File: src/rtl/bus_rr_router.sv
// Round-robin shared-bus router: pops one packet per transfer from a pending device,
// then unicasts or broadcasts it with back-pressure wait, timeout drop and address drop.
module bus_rr_router #(
   parameter int         drvrs     = 4,
   parameter int         pckg_sz   = 16,
   parameter logic [7:0] broadcast = 8'hFF,
   parameter int         wait_max  = 16
) (
   input  logic                       clk,
   input  logic                       reset,
   input  logic [drvrs-1:0]           pndng,
   input  logic [drvrs*pckg_sz-1:0]   D_pop,
   input  logic [drvrs-1:0]           full,
   output logic [drvrs-1:0]           pop,
   output logic [drvrs-1:0]           push,
   output logic [pckg_sz-1:0]         D_push,
   output logic                       busy,
   output logic [15:0]                drop_cnt,
   output logic [15:0]                tout_cnt
);

   localparam int gw = (drvrs > 1) ? $clog2(drvrs) : 1;
   localparam int ww = (wait_max > 1) ? $clog2(wait_max + 1) : 1;
   localparam logic [drvrs-1:0] one_hot0  = {{(drvrs-1){1'b0}}, 1'b1};
   localparam logic [gw-1:0]    last_rst  = gw'(drvrs - 1);
   localparam logic [ww-1:0]    wait_last = ww'(wait_max - 1);

   typedef enum logic [2:0] {IDLE, POP, ROUTE, WAIT, PUSH} state_t;

   state_t               state, next_state;
   logic [gw-1:0]        grant, last, next_grant;
   logic [pckg_sz-1:0]   hold, pop_data, d_push_q;
   logic [drvrs-1:0]     mask_q, route_mask;
   logic [ww-1:0]        wait_cnt;
   logic [7:0]           dest_id;
   logic                 route_ok, blocked;

   // Next grant: lowest pending index above last, otherwise lowest pending index overall.
   always_comb begin
      logic found_hi;
      logic [gw-1:0] g_hi, g_lo;
      found_hi = 1'b0;
      g_hi     = '0;
      g_lo     = '0;
      for (int i = drvrs - 1; i >= 0; i--) begin
         if (pndng[i]) begin
            if (gw'(i) > last) begin
               found_hi = 1'b1;
               g_hi     = gw'(i);
            end else begin
               g_lo = gw'(i);
            end
         end
      end
      next_grant = found_hi ? g_hi : g_lo;
   end

   always_comb begin
      pop_data = '0;
      for (int i = 0; i < drvrs; i++) begin
         if (grant == gw'(i)) pop_data = D_pop[i*pckg_sz +: pckg_sz];
      end
   end

   // Destination decode from the held packet; self and out-of-range IDs are not routable.
   always_comb begin
      dest_id    = hold[pckg_sz-1 -: 8];
      route_mask = '0;
      route_ok   = 1'b0;
      if (dest_id == broadcast) begin
         route_mask = ~(one_hot0 << grant);
         route_ok   = 1'b1;
      end else if ((dest_id < 8'(drvrs)) && (dest_id != 8'(grant))) begin
         route_mask = one_hot0 << dest_id;
         route_ok   = 1'b1;
      end
   end

   always_comb begin
      next_state = state;
      blocked    = |(mask_q & full);
      pop        = '0;
      push       = '0;
      busy       = (state != IDLE);
      unique case (state)
         IDLE:  if (|pndng) next_state = POP;
         POP: begin
            pop        = one_hot0 << grant;
            next_state = ROUTE;
         end
         ROUTE: begin
            if (!route_ok)                 next_state = IDLE;
            else if (|(route_mask & full)) next_state = WAIT;
            else                           next_state = PUSH;
         end
         WAIT: begin
            if (!blocked)                  next_state = PUSH;
            else if (wait_cnt == wait_last) next_state = IDLE;
         end
         PUSH: begin
            push       = mask_q;
            next_state = IDLE;
         end
         default: next_state = IDLE;
      endcase
   end

   assign D_push = d_push_q;

   // D_push is loaded only on entry to PUSH so it keeps the last pushed packet otherwise.
   always_ff @(posedge clk or negedge reset) begin
      if (!reset) begin
         state    <= IDLE;
         grant    <= '0;
         last     <= last_rst;
         hold     <= '0;
         mask_q   <= '0;
         wait_cnt <= '0;
         d_push_q <= '0;
         drop_cnt <= '0;
         tout_cnt <= '0;
      end else begin
         state <= next_state;
         case (state)
            IDLE: if (|pndng) grant <= next_grant;
            POP: begin
               hold <= pop_data;
               last <= grant;
            end
            ROUTE: begin
               mask_q   <= route_mask;
               wait_cnt <= '0;
               if (!route_ok && (drop_cnt != 16'hFFFF)) drop_cnt <= drop_cnt + 16'd1;
            end
            WAIT: begin
               if (blocked) begin
                  if (wait_cnt == wait_last) begin
                     if (tout_cnt != 16'hFFFF) tout_cnt <= tout_cnt + 16'd1;
                  end else begin
                     wait_cnt <= wait_cnt + 1'b1;
                  end
               end
            end
            default: ;
         endcase
         if (next_state == PUSH) d_push_q <= hold;
      end
   end

endmodule

File: config.mk
export PLATFORM = sky130hd
export DESIGN_NAME = bus_rr_router
export DESIGN_NICKNAME = d
export VERILOG_FILES = /design/src/rtl/bus_rr_router.sv
export SDC_FILE = /design/constraint.sdc
export NUM_CORES = 1
export LEC_CHECK = 0
export CORE_MARGIN = 2
export CORE_UTILIZATION = 47
export CTS_CLUSTER_SIZE = 28
export DETAILED_ROUTE_END_ITERATION = 8
export PLACE_DENSITY = 0.81
export REMOVE_ABC_BUFFERS = 1
export SLEW_MARGIN = 25
export SYNTH_ARGS = -nofsm -noshare
export SYNTH_HDL_FRONTEND = slang
export SYNTH_SLANG_ARGS = --single-unit
File: constraint.sdc
create_clock -name clk -period 2.9 [get_ports clk]
set_input_delay 0.58 -clock clk [delete_from_list [all_inputs] [get_ports clk]]
set_output_delay 0.58 -clock clk [all_outputs]
set_load 0.02 [all_outputs]
==> results of run 1 <==
==> per-layer routing <==
| layer | vias to the layer above | global-route usage (%) |
|---|---|---|
| li1 | 1670 | - |
| met1 | 1693 | 27.0 |
| met2 | 132 | 37.4 |
| met3 | 9 | 5.82 |
| met4 | 0 | 7.17 |
| met5 | - | 0 |
==> final cells by class <==
| type | instances | area (um^2) |
|---|---|---|
| Clock buffer | 11 | 151 |
| Clock inverter | 5 | 40.0 |
| Sequential cell | 80 | 2000 |
| Tap cell | 108 | 135 |
| Multi-Input combinational cell | 285 | 2100 |
| Inverter | 9 | 33.8 |
| Fill cell | 681 | 2880 |
| Timing Repair Buffer | 140 | 1380 |
==> final timing paths <==
check                         start           to  slack, ns  cells past startpoint
setup / recovery           state[2]       pop[1]       0.18                      3
hold / removal                reset  drop_cnt[3]       0.25                      1
setup reg to reg            hold[8]    D_push[2]       0.52                      6
hold reg to reg             hold[0]      hold[0]       0.48                      2
max in group asynchronous     reset    mask_q[0]       2.15                      1
min in group clk            hold[0]      hold[0]       0.48                      2
==> synth_stat cells, types with 8 or more instances <==
library cell / instances / area (um^2)
and3_1: 8 / 50.1
nor3_1: 12 / 60.1
nand4_1: 12 / 75.1
xor2_1: 19 / 166
a21oi_1: 9 / 45.0
mux4_2: 16 / 360
nor2_1: 17 / 63.8
dfrtp_1: 78 / 1950
nand2_1: 73 / 274
mux2_4: 10 / 150
o21ai_0: 10 / 50.1
inv_1: 9 / 33.8
xnor2_1: 13 / 114
clkbuf_1: 12 / 45.0
nand3_1: 16 / 80.1
mux2_2: 10 / 113
==> power breakdown <==
part | internal [mW] | leakage [nW] | total [mW] | switching [mW]
logic | 1.08 | 1.43 | 2.12 | 1.04
registers | 1.45 | 1.04 | 1.78 | 0.334
clock network | 0.362 | 0.0882 | 0.775 | 0.413
==> layout by cell type, fill, tap and decap left out, types with 10 or more instances in the layout <==
cell and instances:
clkdlybuf4s50_1 129, xor2_1 19, nand2_1 73, mux4_2 16, dfrtp_1 78, nor3_1 12
buf_4 10, nor2_1 17, o21ai_0 10, mux2_4 10, clkbuf_8 11, xnor2_1 13
mux2_2 10, nand3_1 16, nand4_1 12
==> through the flow <==
stage / std cells / setup TNS [ns]
5_1_grt: 638 / 0
2_1_floorplan: 374 / -3.08
3_3_place_gp: 622 / 0
4_1_cts: 638 / 0
3_5_place_dp: 622 / 0
6_report: 638 / 0
==> critical path, cell delays in order, from the launching register on <==
cell	delay, ns
dfrtp_1	0.46
or3b_4	0.50
nor3b_1	0.20
clkdlybuf4s50_1	0.63
==> registers in the layout, indices dropped and copies added (netlist names) <==
register / count
mask_q: 4
grant: 2
drop_cnt: 16
D_push: 16
state: 3
last: 2
tout_cnt: 16
wait_cnt: 5
hold: 16
==> cells by family (layout without fill, tap and decap cells) <==
group | after synthesis | in the layout | synth area share (%)
mux | 37 | 37 | 15.0
buf+inv | 27 | 165 | 2.96
flops | 80 | 80 | 47.5
simple gates | 169 | 169 | 19.5
fa+ha+maj | 4 | 4 | 1.19
xor+xnor | 32 | 32 | 6.64
compound gates | 43 | 43 | 7.26
==> impl_metrics.yaml, run 1 <==
timing:
  fin_ws_ns: 0.182
  fin_skew_ns: 0.00767
  worst_hold_slack_ns: 0.255
  period_share_pct: 93.7
  period_minus_slack_ns: 2.72
  final-setup-viol-count: 0
  rsz0062_at_grt: "false"
  finalHoldViolCount: 0
  slew_viol_final: 0
  worst_pin_slew_ns: 0.704
  clock.fmax_mhz: 368
  relSlewSlack_pct: 53.1
global_route:
  track_usage_pct: 21.9
  grt_pass1_wl_um: 16900
  grt_pass1_vias: 3606
  overflow: 0
  antenna_found_initial: 0
  grt_max_degree: 81
route:
  avgRoutedWirePerCell_um: 16.0
  detail_route.vias_per_cell: 5.49
  antenna_left: 0
  dr_wl_met3_um: 730
  top_layer: "met4"
  wirelength_um: 10200
  drtPass1Iterations: 5
  num_vias: 3504
  drt_iter0_drc: 173
  route.detailed.drc: 0
  route.met2.wl_um: 5210
  wl_met1_um: 4190
placed_design:
  hpwl_um: 7810
  numPortBuffers: 130
  place.gp.congestion: 0.830
  dpl_cell_area_um2: 5640
  post-place-ws_ns: 0.155
cts:
  cts-resized-gates: 0
  clockBufferDepth: 2
  clk_latency_ns: 0.35
  cts_hold_buf: 0
  cts_made_buffers: 9
  cts_sinks: 80
  cts-root-buf: "clkbuf_8"
  cts_htree_levels: 3
  cts_tree: "done"
  cts_setup_buffers: 0
  cts.clk_slew.worst_paths_ns: 0.09
worst_hold_path:
  hp-class: "input pin to asynchronous set/reset pin"
worst_setup_path:
  endpoint_kind: "output pin"
  startpoint_type: "flip-flop"
  arrival_ns: 2.14
  crit_fanout: 13
  path_class: "flip-flop to output pin"
  cp_data_required_time_ns: 2.32
synth:
  synth_area_per_cell_um2: 10.8
  synth-async-reset-ratio_pct: 100
  synth_ff_type: "dfrtp_1"
  syn_area_um2: 4220
  synth_seq_area_share_pct: 47.5
  syn_inst: 392
  ys_warn_count: 0
  synth_edf_count: 0
  synth_cell_types: 47
  ys_ff_latch: 80
die:
  row_count: 34
  die_h_um: 98.8
  die_area_um2: 9760
  ioPinCount: 131
  initial_utilization_pct: 48.4
  coreArea_um2: 8720
  fp.dieW_um: 98.8
cells_and_area:
  drive_gt1_share_pct: 13.2
  nets: 603
  diodes: 0
  syn_to_final_growth_pct: 38.4
  utilization_pct: 67.0
  final_area_um2: 5840
status:
  status: "finished clean"
pwr:
  powerDensity_nw_per_um2: 801
  p_leak_nw: 2.56
  finalPower_mw: 4.68
  ir_drop_v: 0.000449
job:
  cap_violations: 0
No activity file was read; power rests on OpenSTA's default activity.
==> run 2, diff against run 1 <==
Settings changed: CELL_PAD_IN_SITES_DETAIL_PLACEMENT set to 1, CELL_PAD_IN_SITES_GLOBAL_PLACEMENT set to 1, CORE_UTILIZATION 47 to 36, PLACE_DENSITY 0.81 to not set, PLACE_DENSITY_LB_ADDON set to 0.1.
==> run 2 against run 1 <==
  * Sequential power is essentially flat
  * Routed wire length grew 13%
  * Worst hold slack lost 0.021 ns
  * Maximum frequency grew 2.1%
  * Sequential share of layout area shrank 0.93 points
  * Power grew 7.9%
  * Via count grew 2.3%
  * Register-to-register slack lost 0.10 ns
  * Final cell count grew 5.8%
  * Largest cell class unchanged
==> impl_metrics.yaml, run 2 (synthesized netlist as in run 1, its figures left out) <==
cts:
  cts_sinks: 80
  cts_setup_buffers: 0
  cts_tree: "done"
  cts_hold_buf: 0
  cts-root-buf: "clkbuf_16"
  clockBufferDepth: 2
  cts_htree_levels: 3
  cts_made_buffers: 9
  cts.clk_slew.worst_paths_ns: 0.07
  clk_latency_ns: 0.34
die:
  initial_utilization_pct: 37.0
  coreArea_um2: 11400
  row_count: 39
  die_area_um2: 12600
  die_h_um: 112
  ioPinCount: 131
  fp.dieW_um: 112
cells_and_area:
  final_common_cell: "clkdlybuf4s50_1"
  diodes: 0
  layout_common_cells: "clkdlybuf4s50_1, dfrtp_1, nand2_1"
  syn_to_final_growth_pct: 42.2
  fillers: 1245
  final_area_um2: 6000
  nets: 605
  drive_gt1_share_pct: 13.3
route:
  route.detailed.drc: 0
  drt_iter0_drc: 119
  antenna_left: 0
  avgRoutedWirePerCell_um: 17.1
  wirelength_um: 11500
  drtPass1Iterations: 4
  num_vias: 3583
  detail_route.vias_per_cell: 5.31
pwr:
  swShare_pct: 37.4
  p_int_mw: 3.16
  p_comb_share_pct: 43.3
  powerDensity_nw_per_um2: 840
  p_leak_nw: 2.63
  ir_drop_v: 0.000409
  seqPwrFrac_pct: 35.3
  clock_power_share_pct: 21.4
  p_switching_mw: 1.89
worst_setup_path:
  cp_slowest_cell: "clkdlybuf4s50_1"
  crit_fanout: 9
  arrival_ns: 2.08
  path_class: "flip-flop to output pin"
  cp_cell_sequence: "or3b_4 > nor3_1 > clkdlybuf4s50_1"
  r2r_slack_ns: 0.42
  crit_buf_inv: 1
  endpoint_kind: "output pin"
  crit_family: "simple AND/OR/NAND/NOR gates"
  cpPeakStageDelay_ns: 0.63
  startpoint_type: "flip-flop"
  cp_data_required_time_ns: 2.32
timing:
  relSlewSlack_pct: 59.9
  final-setup-viol-count: 0
  period_minus_slack_ns: 2.66
  slew_viol_final: 0
  finalHoldViolCount: 0
  worst_pin_slew_ns: 0.596
  period_share_pct: 91.8
  fin_ws_ns: 0.239
  fin_skew_ns: 0.0120
  clock.fmax_mhz: 376
  rsz0062_at_grt: "false"
global_route:
  antenna_found_initial: 0
  grt_pass1_wl_um: 19500
  grt_pass1_vias: 3864
  track_usage_pct: 19.5
  overflow: 0
  grt_max_degree: 45
job:
  cap_violations: 0
status:
  status: "finished clean"
placed_design:
  hpwl_um: 8820
  post-place-ws_ns: 0.136
  dpl_cell_area_um2: 5720
  numPortBuffers: 130
  place.gp.congestion: 0.810
worst_hold_path:
  hp-class: "input pin to asynchronous set/reset pin"
## run 2: cell count changes in the layout (fill, tap and decap cells not counted)
cell             before  now
clkdlybuf4s50_1     129  128
dlymetal6s2s_1        0    1
buf_6                 1    0
clkinv_4              1    2
clkbuf_16             0    9
clkbuf_8             11    1
clkbuf_1              0    1
buf_12                0    1
clkinvlp_4            3    2
buf_4                10   12
## run 2: area by class of cell
class,count,area (um^2),area share [%]
Multi-Input combinational cell,285,2100,35.0
Sequential cell,80,2000,33.4
Timing Repair Buffer,142,1400,23.4
Clock buffer,11,243,4.04
Tap cell,143,179,2.98
Clock inverter,5,41.3,0.688
Inverter,9,33.8,0.563
## run 2: routing by layer
metal	share of wire, %	GRT usage (%)	up-vias	wire [um]
met4	1.2	5.85	0	133
met2	51	33.5	96	5930
met1	41	23.1	1797	4690
met3	6.8	6.80	11	789
li1	-	-	1679	-
met5	0	0	-	0
## run 2: worst paths after layout
check	end	depth (start not counted)	from
min reg2reg	hold[2]	2	hold[2]
min in group clk	hold[2]	2	hold[2]
max in group asynchronous	last[1]	2	reset
min	wait_cnt[3]	1	reset
max reg2reg	D_push[0]	6	hold[8]
max	pop[0]	3	state[2]
## run 2: through the flow
step | hold slack [ns] | total power [mW] | instances | utilization (%) | TNS [ns]
6_report | 0.234 | 5.05 | 675 | 52.6 | 0
3_3_place_gp | 0.452 | 3.94 | 659 | 50.1 | 0
3_5_place_dp | 0.467 | 4.02 | 659 | 50.1 | 0
5_1_grt | 0.257 | 5.40 | 675 | 52.6 | 0
4_1_cts | 0.250 | 5.11 | 675 | 52.5 | 0
2_1_floorplan | 0.284 | 3.05 | 374 | - | -3.08
## run 2: power groups by stage
stage / Sequential [mW] / Combinational [mW] / Clock, mW
after floorplan: 1.95 / 1.09 / 0
after global placement: 1.78 / 2.16 / 0
after detailed placement: 1.80 / 2.22 / 0
after CTS: 1.79 / 2.23 / 1.10
after global routing: 1.84 / 2.40 / 1.16
final: 1.78 / 2.19 / 1.08
## run 2: what timing repair did
| item | CTS | global route |
|---|---|---|
| endpoints found under the hold margin | 0 | 0 |
| setup endpoints to repair | 0 | 2 |
| gates resized for setup | 0 | 2 |
==> run 3, diff against run 2 <==
Settings changed: GPL_TIMING_DRIVEN set to 0.
==> run 3 against run 2 <==
  * Worst hold slack worse by 0.064 ns
  * Register-to-register slack worse by 0.26 ns
  * Via count down 1.2%
  * Sequential cell count unchanged
  * Final cell count decreased by 0.44%
  * Global-route usage shrank 0.17 points
  * Utilization increased by 0.54 points
  * Sequential power increased by 4%
  * Routed wire length is 4.6% higher
  * Power rose by 4.8%
  * Clock skew is 0.0046 ns lower
  * Clock power rose by 18%
  * Critical endpoint is now pop[1]
==> impl_metrics.yaml, run 3 (synthesized netlist as in run 1, its figures left out) <==
timing:
  fin_skew_ns: 0.00744
  slew_viol_final: 0
  worst_pin_slew_ns: 0.743
  relSlewSlack_pct: 50.0
  finalHoldViolCount: 0
  rsz0062_at_grt: "false"
  clock.fmax_mhz: 357
  period_minus_slack_ns: 2.80
  final-setup-viol-count: 0
  setup_tns_ns: 0
  period_share_pct: 96.7
cts:
  cts_tree: "done"
  cts_sinks: 80
  cts_made_buffers: 9
  cts.clk_slew.worst_paths_ns: 0.06
  cts_hold_buf: 0
  cts-root-buf: "clkbuf_16"
  cts_htree_levels: 3
  clockBufferDepth: 2
  clk_latency_ns: 0.34
cells_and_area:
  final_common_cell: "clkdlybuf4s50_1"
  nets: 603
  layout_common_cells: "clkdlybuf4s50_1, dfrtp_1, nand2_1"
  fillers: 1262
  final_area_um2: 6070
  syn_to_final_growth_pct: 43.7
  drive_gt1_share_pct: 13.6
  diodes: 0
route:
  avgRoutedWirePerCell_um: 18.0
  drtPass1Iterations: 4
  num_vias: 3539
  route.detailed.drc: 0
  wirelength_um: 12100
  detail_route.vias_per_cell: 5.27
  drt_iter0_drc: 102
  antenna_left: 0
die:
  die_h_um: 112
  coreArea_um2: 11400
  fp.dieW_um: 112
  ioPinCount: 131
  die_area_um2: 12600
  initial_utilization_pct: 37.0
  row_count: 39
placed_design:
  hpwl_um: 8570
  dpl_cell_area_um2: 5670
  place.gp.congestion: 0.771
  numPortBuffers: 130
pwr:
  p_leak_nw: 2.64
  ir_drop_v: 0.000441
  clock_power_share_pct: 24.0
  seqPwrFrac_pct: 35.2
  p_comb_share_pct: 40.8
  swShare_pct: 36.3
  powerDensity_nw_per_um2: 872
  p_switching_mw: 1.92
  p_int_mw: 3.37
worst_setup_path:
  r2r_slack_ns: 0.16
  endpoint_kind: "output pin"
  cp_data_required_time_ns: 2.32
  crit_path_start: "state[1]"
  timing.rr.end: "D_push[4]"
  crit_fanout: 11
  ff2ff_path_depth: 7
  path_class: "flip-flop to output pin"
  r2r-start: "hold[8]"
  arrival_ns: 2.22
  startpoint_type: "flip-flop"
job:
  cap_violations: 0
global_route:
  grt_max_degree: 54
  antenna_found_initial: 0
  track_usage_pct: 19.3
  grt_pass1_wl_um: 19300
  overflow: 0
  grt_pass1_vias: 3814
status:
  status: "finished clean"
worst_hold_path:
  hp-class: "input pin to asynchronous set/reset pin"
==> run 3: repair_timing <==
action                                  in CTS  in global routing
cloned                                       0                  1
resized for setup                            4                  0
endpoints found under the setup margin      14                 11
buffers inserted                             0                  4
==> run 3: critical path, stage by stage (launching register included) <==
cell	delay, ns
dfrtp_1	0.49
or3b_4	0.54
nor3b_1	0.21
clkdlybuf4s50_1	0.64
==> run 3: layout make-up <==
class	instances	area [um^2]	share of cell area (%)
clock buffer	11	253	4.17
multi-input combinational	286	2110	34.8
tap	143	179	2.95
clock inverter	4	77.6	1.28
timing repair buffer	139	1400	23.1
inverter	9	33.8	0.557
sequential	80	2010	33.1
==> run 3: layer usage <==
layer / track usage, % / share of wire (%)
met4: 5.61 / 1.3
met3: 6.64 / 6.7
met1: 23.1 / 40
met5: 0 / 0
met2: 33.1 / 52
==> run 3: how the worst max path moves through the flow <==
stage | slack, ns | endpoint
6_report | 0.1 | pop[1]
5_1_grt | 0.006 | pop[1]
4_1_cts | 0.01 | pop[1]
3_5_place_dp | -0.24 | D_push[3]
3_3_place_gp | -1.63 | hold[6]
2_1_floorplan | -0.23 | D_push[0]
==> run 3: power by group through the flow <==
stage / clock network [mW] / logic (mW) / registers, mW
final: 1.27 / 2.16 / 1.86
after global routing: 1.35 / 2.35 / 1.93
after CTS: 1.29 / 2.05 / 1.91
after detailed placement: 0 / 2.03 / 1.92
after global placement: 0 / 1.94 / 1.88
after floorplan: 0 / 1.09 / 1.95
==> run 3: stage by stage <==
stage	worst slack (ns)	power [mW]	cells	hold WS, ns	util (%)
6_report	0.0953	5.29	672	0.170	53.1
5_1_grt	0.00644	5.63	672	0.190	53.1
3_5_place_dp	-0.244	3.94	652	0.467	49.7
2_1_floorplan	-0.228	3.05	374	0.284	-
4_1_cts	0.0120	5.25	667	0.181	52.6
3_3_place_gp	-1.63	3.83	647	0.452	49.1
